### src/rtl/loader_pkg.sv
// ============================================================================
// Module : loader_pkg
// Brief  : Shared state encoding, default framing bytes and state helpers
//          for the UART boot loader.
// Rev    : 1.0  initial release
// ============================================================================
`default_nettype none

package loader_pkg;

    typedef enum logic [2:0] {
        ST_IDLE   = 3'd0,
        ST_LEN_LO = 3'd1,
        ST_LEN_HI = 3'd2,
        ST_DATA   = 3'd3,
        ST_CSUM   = 3'd4,
        ST_SEND   = 3'd5,
        ST_RUN    = 3'd6,
        ST_ERROR  = 3'd7
    } state_t;

    localparam logic [7:0] c_SYNC_BYTE = 8'hA5;
    localparam logic [7:0] c_ACK_BYTE  = 8'h06;
    localparam logic [7:0] c_NAK_BYTE  = 8'h15;

    // States in which a frame is considered in progress.
    function automatic logic in_frame(input state_t s);
        return (s == ST_LEN_LO) || (s == ST_LEN_HI) || (s == ST_DATA) ||
               (s == ST_CSUM)   || (s == ST_SEND);
    endfunction

    // States in which the inter-byte timeout is armed.
    function automatic logic is_timed(input state_t s);
        return (s == ST_LEN_LO) || (s == ST_LEN_HI) || (s == ST_DATA) ||
               (s == ST_CSUM);
    endfunction

endpackage

`default_nettype wire

### src/rtl/loader_timeout_timer.sv
// ============================================================================
// Module : loader_timeout_timer
// Brief  : Inter-byte watchdog; o_terminal is high while the count sits at
//          TIMEOUT_CYC-1 and the timer is enabled.
// Rev    : 1.0  initial release
// ============================================================================
`default_nettype none

module loader_timeout_timer #(
    parameter int TIMEOUT_CYC = 1_000_000
) (
    input  logic clk,
    input  logic reset,
    input  logic i_clear,
    input  logic i_enable,
    output logic o_terminal
);

    localparam int                c_CNT_W = (TIMEOUT_CYC > 1) ? $clog2(TIMEOUT_CYC) : 1;
    localparam logic [c_CNT_W-1:0] c_TERM = c_CNT_W'(TIMEOUT_CYC - 1);

    logic [c_CNT_W-1:0] r_count;

    always_ff @(posedge clk) begin
        if (reset || i_clear || !i_enable) begin
            r_count <= '0;
        end else if (r_count != c_TERM) begin
            r_count <= r_count + 1'b1;
        end
    end

    // Not masked by i_clear: a timeout outranks a byte arriving the same cycle.
    assign o_terminal = i_enable && (r_count == c_TERM);

endmodule

`default_nettype wire

### src/rtl/uart_boot_loader_ctrl.sv
// ============================================================================
// Module : uart_boot_loader_ctrl
// Brief  : Receives a framed program over UART, writes it to imem, checks an
//          XOR checksum, answers ACK/NAK and releases the CPU from reset.
// Rev    : 1.0  initial release
// ============================================================================
`default_nettype none

module uart_boot_loader_ctrl
    import loader_pkg::*;
#(
    parameter int         ADDR_W      = 10,
    parameter logic [7:0] SYNC_BYTE   = c_SYNC_BYTE,
    parameter logic [7:0] ACK_BYTE    = c_ACK_BYTE,
    parameter logic [7:0] NAK_BYTE    = c_NAK_BYTE,
    parameter int         TIMEOUT_CYC = 1_000_000
) (
    input  logic              clk,
    input  logic              reset,
    input  logic              rx_valid,
    input  logic [7:0]        rx_data,
    input  logic              tx_busy,
    output logic              tx_start,
    output logic [7:0]        tx_data,
    input  logic              reload_req,
    output logic              imem_we,
    output logic [ADDR_W-1:0] imem_addr,
    output logic [31:0]       imem_wdata,
    output logic              cpu_reset,
    output logic              loader_busy,
    output logic              load_error,
    output logic [15:0]       words_loaded
);

    localparam logic [16:0] c_MAX_LEN = 17'(2 ** ADDR_W);

    state_t              r_state, w_state_nxt;
    logic [15:0]         r_len, w_len_nxt;
    logic [1:0]          r_byte_idx, w_byte_idx_nxt;
    logic [23:0]         r_shift, w_shift_nxt;
    logic [7:0]          r_csum, w_csum_nxt;
    logic                r_ack, w_ack_nxt;
    logic                r_tx_start, w_tx_start_nxt;
    logic [7:0]          r_tx_data, w_tx_data_nxt;
    logic                r_imem_we, w_imem_we_nxt;
    logic [ADDR_W-1:0]   r_imem_addr, w_imem_addr_nxt;
    logic [31:0]         r_imem_wdata, w_imem_wdata_nxt;
    logic                r_cpu_reset, w_cpu_reset_nxt;
    logic                r_busy;
    logic                r_load_error, w_load_error_nxt;
    logic [15:0]         r_words, w_words_nxt;
    logic                w_timer_en;
    logic                w_timeout;
    logic                w_sync;
    logic [15:0]         w_len_full;

    assign w_timer_en = is_timed(r_state);
    assign w_sync     = rx_valid && (rx_data == SYNC_BYTE);
    assign w_len_full = {rx_data, r_len[7:0]};

    loader_timeout_timer #(
        .TIMEOUT_CYC (TIMEOUT_CYC)
    ) u_timer (
        .clk        (clk),
        .reset      (reset),
        .i_clear    (rx_valid),
        .i_enable   (w_timer_en),
        .o_terminal (w_timeout)
    );

    always_ff @(posedge clk) begin
        if (reset) begin
            r_state      <= ST_IDLE;
            r_len        <= '0;
            r_byte_idx   <= '0;
            r_shift      <= '0;
            r_csum       <= '0;
            r_ack        <= 1'b0;
            r_tx_start   <= 1'b0;
            r_tx_data    <= '0;
            r_imem_we    <= 1'b0;
            r_imem_addr  <= '0;
            r_imem_wdata <= '0;
            r_cpu_reset  <= 1'b1;
            r_busy       <= 1'b0;
            r_load_error <= 1'b0;
            r_words      <= '0;
        end else begin
            r_state      <= w_state_nxt;
            r_len        <= w_len_nxt;
            r_byte_idx   <= w_byte_idx_nxt;
            r_shift      <= w_shift_nxt;
            r_csum       <= w_csum_nxt;
            r_ack        <= w_ack_nxt;
            r_tx_start   <= w_tx_start_nxt;
            r_tx_data    <= w_tx_data_nxt;
            r_imem_we    <= w_imem_we_nxt;
            r_imem_addr  <= w_imem_addr_nxt;
            r_imem_wdata <= w_imem_wdata_nxt;
            r_cpu_reset  <= w_cpu_reset_nxt;
            r_busy       <= in_frame(w_state_nxt);
            r_load_error <= w_load_error_nxt;
            r_words      <= w_words_nxt;
        end
    end

    always_comb begin
        w_state_nxt      = r_state;
        w_len_nxt        = r_len;
        w_byte_idx_nxt   = r_byte_idx;
        w_shift_nxt      = r_shift;
        w_csum_nxt       = r_csum;
        w_ack_nxt        = r_ack;
        w_tx_start_nxt   = 1'b0;
        w_tx_data_nxt    = r_tx_data;
        w_imem_we_nxt    = 1'b0;
        // The address steps the cycle after each write, so it names the word just written during the strobe.
        w_imem_addr_nxt  = r_imem_addr + {{(ADDR_W-1){1'b0}}, r_imem_we};
        w_imem_wdata_nxt = r_imem_wdata;
        w_cpu_reset_nxt  = r_cpu_reset;
        w_load_error_nxt = r_load_error;
        w_words_nxt      = r_words;

        case (r_state)
            ST_IDLE, ST_ERROR: begin
                if ((r_state == ST_ERROR) && reload_req) begin
                    w_state_nxt = ST_IDLE;
                end else if (w_sync) begin
                    w_state_nxt      = ST_LEN_LO;
                    w_words_nxt      = '0;
                    w_csum_nxt       = '0;
                    w_load_error_nxt = 1'b0;
                    w_imem_addr_nxt  = '0;
                end
            end
            ST_LEN_LO: begin
                if (w_timeout) begin
                    w_state_nxt = ST_SEND;
                    w_ack_nxt   = 1'b0;
                end else if (rx_valid) begin
                    w_len_nxt   = {8'h00, rx_data};
                    w_state_nxt = ST_LEN_HI;
                end
            end
            ST_LEN_HI: begin
                if (w_timeout) begin
                    w_state_nxt = ST_SEND;
                    w_ack_nxt   = 1'b0;
                end else if (rx_valid) begin
                    w_len_nxt      = w_len_full;
                    w_byte_idx_nxt = '0;
                    if ((w_len_full == 16'd0) || ({1'b0, w_len_full} > c_MAX_LEN)) begin
                        w_state_nxt = ST_SEND;
                        w_ack_nxt   = 1'b0;
                    end else begin
                        w_state_nxt = ST_DATA;
                    end
                end
            end
            ST_DATA: begin
                if (w_timeout) begin
                    w_state_nxt = ST_SEND;
                    w_ack_nxt   = 1'b0;
                end else if (rx_valid) begin
                    w_csum_nxt     = r_csum ^ rx_data;
                    w_shift_nxt    = {rx_data, r_shift[23:8]};
                    w_byte_idx_nxt = r_byte_idx + 2'd1;
                    if (r_byte_idx == 2'd3) begin
                        w_imem_we_nxt    = 1'b1;
                        w_imem_wdata_nxt = {rx_data, r_shift};
                        w_words_nxt      = r_words + 16'd1;
                        if ((r_words + 16'd1) == r_len) begin
                            w_state_nxt = ST_CSUM;
                        end
                    end
                end
            end
            ST_CSUM: begin
                if (w_timeout) begin
                    w_state_nxt = ST_SEND;
                    w_ack_nxt   = 1'b0;
                end else if (rx_valid) begin
                    w_state_nxt = ST_SEND;
                    w_ack_nxt   = (rx_data == r_csum);
                end
            end
            ST_SEND: begin
                if (!tx_busy) begin
                    w_tx_start_nxt   = 1'b1;
                    w_tx_data_nxt    = r_ack ? ACK_BYTE : NAK_BYTE;
                    w_state_nxt      = r_ack ? ST_RUN : ST_ERROR;
                    w_cpu_reset_nxt  = !r_ack;
                    w_load_error_nxt = !r_ack;
                end
            end
            ST_RUN: begin
                if (reload_req) begin
                    w_state_nxt     = ST_IDLE;
                    w_cpu_reset_nxt = 1'b1;
                end
            end
            default: begin
                w_state_nxt = ST_IDLE;
            end
        endcase
    end

    assign tx_start     = r_tx_start;
    assign tx_data      = r_tx_data;
    assign imem_we      = r_imem_we;
    assign imem_addr    = r_imem_addr;
    assign imem_wdata   = r_imem_wdata;
    assign cpu_reset    = r_cpu_reset;
    assign loader_busy  = r_busy;
    assign load_error   = r_load_error;
    assign words_loaded = r_words;

endmodule

`default_nettype wire

### config.mk
export PLATFORM = sky130hd
export DESIGN_NAME = uart_boot_loader_ctrl
export DESIGN_NICKNAME = d
export VERILOG_FILES = /design/src/rtl/loader_pkg.sv /design/src/rtl/loader_timeout_timer.sv /design/src/rtl/uart_boot_loader_ctrl.sv
export SDC_FILE = /design/constraint.sdc
export NUM_CORES = 1
export LEC_CHECK = 0
export BUFFER_PORTS_ARGS = -buffer_cell sky130_fd_sc_hd__buf_4
export CELL_PAD_IN_SITES_DETAIL_PLACEMENT = 1
export CELL_PAD_IN_SITES_GLOBAL_PLACEMENT = 2
export CORE_ASPECT_RATIO = 0.6
export CORE_MARGIN = 2
export CORE_UTILIZATION = 32
export CTS_BUF_LIST = sky130_fd_sc_hd__clkbuf_2
export CTS_CLUSTER_SIZE = 12
export DETAILED_ROUTE_END_ITERATION = 10
export MAX_ROUTING_LAYER = met4
export PLACE_DENSITY_LB_ADDON = 0.2
export SLEW_MARGIN = 5
export SYNTH_ARGS = -nofsm -noshare
export SYNTH_HDL_FRONTEND = slang
export SYNTH_SLANG_ARGS = --single-unit
### constraint.sdc
create_clock -name clk -period 2.75 [get_ports clk]
set_clock_uncertainty 0.2 [all_clocks]
set_input_delay 0.4125 -clock clk [delete_from_list [all_inputs] [get_ports clk]]
set_output_delay 0.4125 -clock clk [all_outputs]
set_load 0.03 [all_outputs]
==> parameters.txt <==
Parameter                              Value

Clock tree
  Buffer type at the clock tree root    sky130_fd_sc_hd__clkbuf_2
  Total number of clock tree sinks    between 100 and 150
  Clock-pin transition on the worst setup and hold timing paths    approximately 210 ps
  Skew-Pair Late Insertion Delay    around 750 ps
  Clock H-tree levels    4
  Number of buffers on the longest clock path    2
  CTS tree    yes
  Num CTS Buffers    17

Power
  Net Sw Frac    31.7%
  Clock share of power    a little under a third
  Internal    3.17 mW
  Total power    4.65 mW
  Proportion of power drawn by flip-flops and latches    46.4%
  Total net switching power    1.47 mW
  Leakage component of the power    3.26 nW
  Power share of the combinational group    21.7%
  Power density of the placed cells    around 560 nW/um^2
  Peak supply drop    around 510 uV

Synthesis
  Number of register bits inferred by synthesis    140
  Portion of the post-synthesis area used by sequential elements    43.8%
  Most instantiated flip-flop cell in the synthesis netlist    sky130_fd_sc_hd__dfxtp_1
  Share of the synthesized area in the top cell type    between 40% and 50%
  Post-Synthesis Mean Instance Area    approximately 8.0 sq um
  Number of standard cells after synthesis    around 800
  Count of unique library cells instantiated by Yosys    63
  Cell type with the highest aggregate area in the netlist    sky130_fd_sc_hd__dfxtp_1
  Count of yosys warnings during synthesis    0
  Synth top area cells    sky130_fd_sc_hd__dfxtp_1, sky130_fd_sc_hd__nand2_1, sky130_fd_sc_hd__a21oi_1
  Count of flip-flops with a built-in enable after synthesis    0
  Fraction of synthesis flops using an asynchronous set or reset pin    0%
  Cell area after synthesis    ~6400 sq um

Detailed routing
  Via/cell ratio    5.02
  Number of iterations in the first detailed-routing pass    4
  DR vias    6219
  Detailed Route Iter0 Violations    between 300 and 400
  Residual antenna-violating net count after detailed routing    0
  Final Routed Wirelength    21700 um
  Detail-routed net length per standard cell    17.6 um
  Number of design rule violations left after detail routing    0

Critical path
  Dominant cell type by count on the critical path    sky130_fd_sc_hd__buf_4
  Worst path max stage delay    roughly 400 ps
  Cells traversed along the worst timing path    ha_4 > buf_6 > nand4_1 > nor4_4 > buf_4 > buf_4 > buf_4 > buf_4 > buf_4 > buf_4 > buf_4 > buf_4 > buf_4 > buf_4 > buf_4 > buf_4 > nor2_2 > o21ai_1 > a21oi_1
  Flop-to-flop setup slack    -160 ps
  Max stage delay cell, worst path    sky130_fd_sc_hd__dfxtp_4
  Arrival time at the worst endpoint    3390 ps
  Max Fanout on Critical Path    4
  Required arrival time at the worst endpoint    3240 ps
  Launch point of the worst path    words_loaded[0]
  Type of the worst setup path    reg2reg
  Startpoint of the lowest-slack register-to-register path    words_loaded[0]
  Critical path endpoint category    flip-flop
  Critical path launch point type    flip-flop

STA
  Final period utilization    106%
  Crit path time final    2910 ps
  Hold Fails Final Rpt    0
  Transition at the pin with the smallest max-transition slack    723 ps
  Worst slew margin    ~52%
  Peak clock frequency supported by timing    0.344 GHz
  Final TNS setup    -245 ps
  Final number of setup-violating endpoints    3
  Final Worst Setup Slack    -157 ps
  Slew Viols, Final    0
  Unrepaired setup endpoints after global routing    true

Final layout
  Most common cell after layout, fill and taps aside    sky130_fd_sc_hd__buf_4
  Number of nets in the layout    969
  Ratio of cells with drive above 1 in the final layout    between 20% and 30%
  Highest-count cells in the layout ignoring fill and taps    sky130_fd_sc_hd__buf_4, sky130_fd_sc_hd__nand2_1, sky130_fd_sc_hd__dfxtp_1
  Area growth from synthesis to layout    30.5%

Global routing
  Via count of the first global-routing pass    6405
  Pin count of the biggest net entering global routing    58
  Global-route wire length before repair    34800 um
  Remaining Overflow, GRT    0
  Overall Global Routing Usage    21.5%
  Number of antenna violations at the first check in global routing    1

Floorplan
  # IOs    84
  Floorplan die height    114 um
  FP Rows    40
  Die X    187 um
  Initial cell density of the core    between 30% and 40%
  Total Die Area    21200 sq um
  Core ar.    slightly below 20000 sq um

Placement
  Post-Place Setup Slack    -95.6 ps
  Port Buffer Count    79
  Estimated wirelength of the detail-placed design    15800 um
  Gpl congestion    0.846

Outcome
  Outcome    complete, but fails checks
  Failing checks    setup timing

Flow run
  Max-capacitance violation count    0

Hold path
  Hold path startpoint    r_shift[5]
  Worst hold path class    reg2reg
-- sequential cells by signal, indices dropped and copies added (netlist names) --
signal,count
cpu_reset,1
imem_addr,10
imem_wdata,32
imem_we,1
load_error,1
loader_busy,1
r_ack,1
r_byte_idx,2
r_csum,8
r_len,16
r_shift,24
r_state,3
tx_data,3
tx_start,1
u_timer.r_count,20
words_loaded,16
-- logic make-up (layout without fill, tap and decap cells) --
group | after synthesis | in the layout | share of synthesized area [%]
xor+xnor | 58 | 58 | 7.94
flops | 140 | 140 | 43.8
other cells | 1 | 5 | 0.0586
simple gates | 361 | 361 | 27.0
fa+ha+maj | 5 | 5 | 0.978
compound gates | 168 | 168 | 15.1
mux | 1 | 1 | 0.156
buf+inv | 68 | 227 | 4.95
-- cell type report --
class / instances / area [sq um]
fillers: 2428 / 11500
inverters: 8 / 30.0
repair buffers: 187 / 1450
clock inverters: 13 / 196
multi-input cells: 597 / 3420
clock buffers: 19 / 95.1
well taps: 273 / 342
diodes: 1 / 2.50
flip-flops and latches: 140 / 2820
-- power groups by stage --
stage,Sequential [mW],Combinational [mW],Clock [mW]
floorplan,2.18,0.608,0
global placement,2.20,0.910,0
detailed placement,2.19,0.921,0
CTS,2.15,0.989,1.54
global route,2.17,1.11,1.63
finish,2.16,1.01,1.48
-- worst max-delay path, delay by kind of cell (launching register included) --
family | cells | cell delay [ps]
flip-flops | 1 | 400
adder cells (fa/ha/maj) | 1 | 160
AND/OR/NAND/NOR | 3 | 340
buffers and inverters | 13 | 1580
AO/OA/AOI/OAI | 2 | 190
-- routing by layer --
layer | global-route usage [%] | share of wire [%] | up-vias
li1 | - | - | 3032
met2 | 29.9 | 41 | 128
met4 | 5.19 | 0.57 | 0
met1 | 31.1 | 53 | 3049
met5 | - | 0 | -
met3 | 4.86 | 4.9 | 10
-- synth_stat cells (all sizes together) (4+ instances only) --
master	number
a31oi	7
clkbuf	45
or3	9
a311oi	4
xor2	35
nor2	81
and2	4
buf	15
nor2b	10
nand2	147
dfxtp	140
and3	15
nor4	9
nand4	11
nand3	34
o21ai	37
a22oi	9
ha	5
inv	7
nor3	12
nor3b	9
a21oi	90
nand3b	5
xnor2	23
-- stage by stage --
stage | cells | utilization [%] | area [sq um] | hold slack (ps)
floorplan | 805 | - | 6430 | 232
global placement | 1174 | 38.6 | 7650 | 243
detailed placement | 1174 | 38.6 | 7650 | 251
CTS | 1236 | 41.7 | 8270 | 161
global route | 1238 | 42.1 | 8350 | 212
finish | 1238 | 42.1 | 8350 | 262
-- worst paths after layout --
path                           end  depth (start not counted)
setup reg to reg  words_loaded[14]                         19
setup / recovery  words_loaded[14]                         19
hold / removal       imem_wdata[5]                          2
hold reg to reg      imem_wdata[5]                          2
-- timing repair --
| action | 4_1_cts | 5_1_grt |
|---|---|---|
| pin swaps | 11 | 7 |
| endpoints found under the hold margin | 54 | 0 |
| hold buffers | 13 | 0 |
| resized for setup | 14 | 16 |
| buffers inserted | 17 | 1 |
| setup endpoints to repair | 2 | 53 |
(Power assumes the default switching activity.)
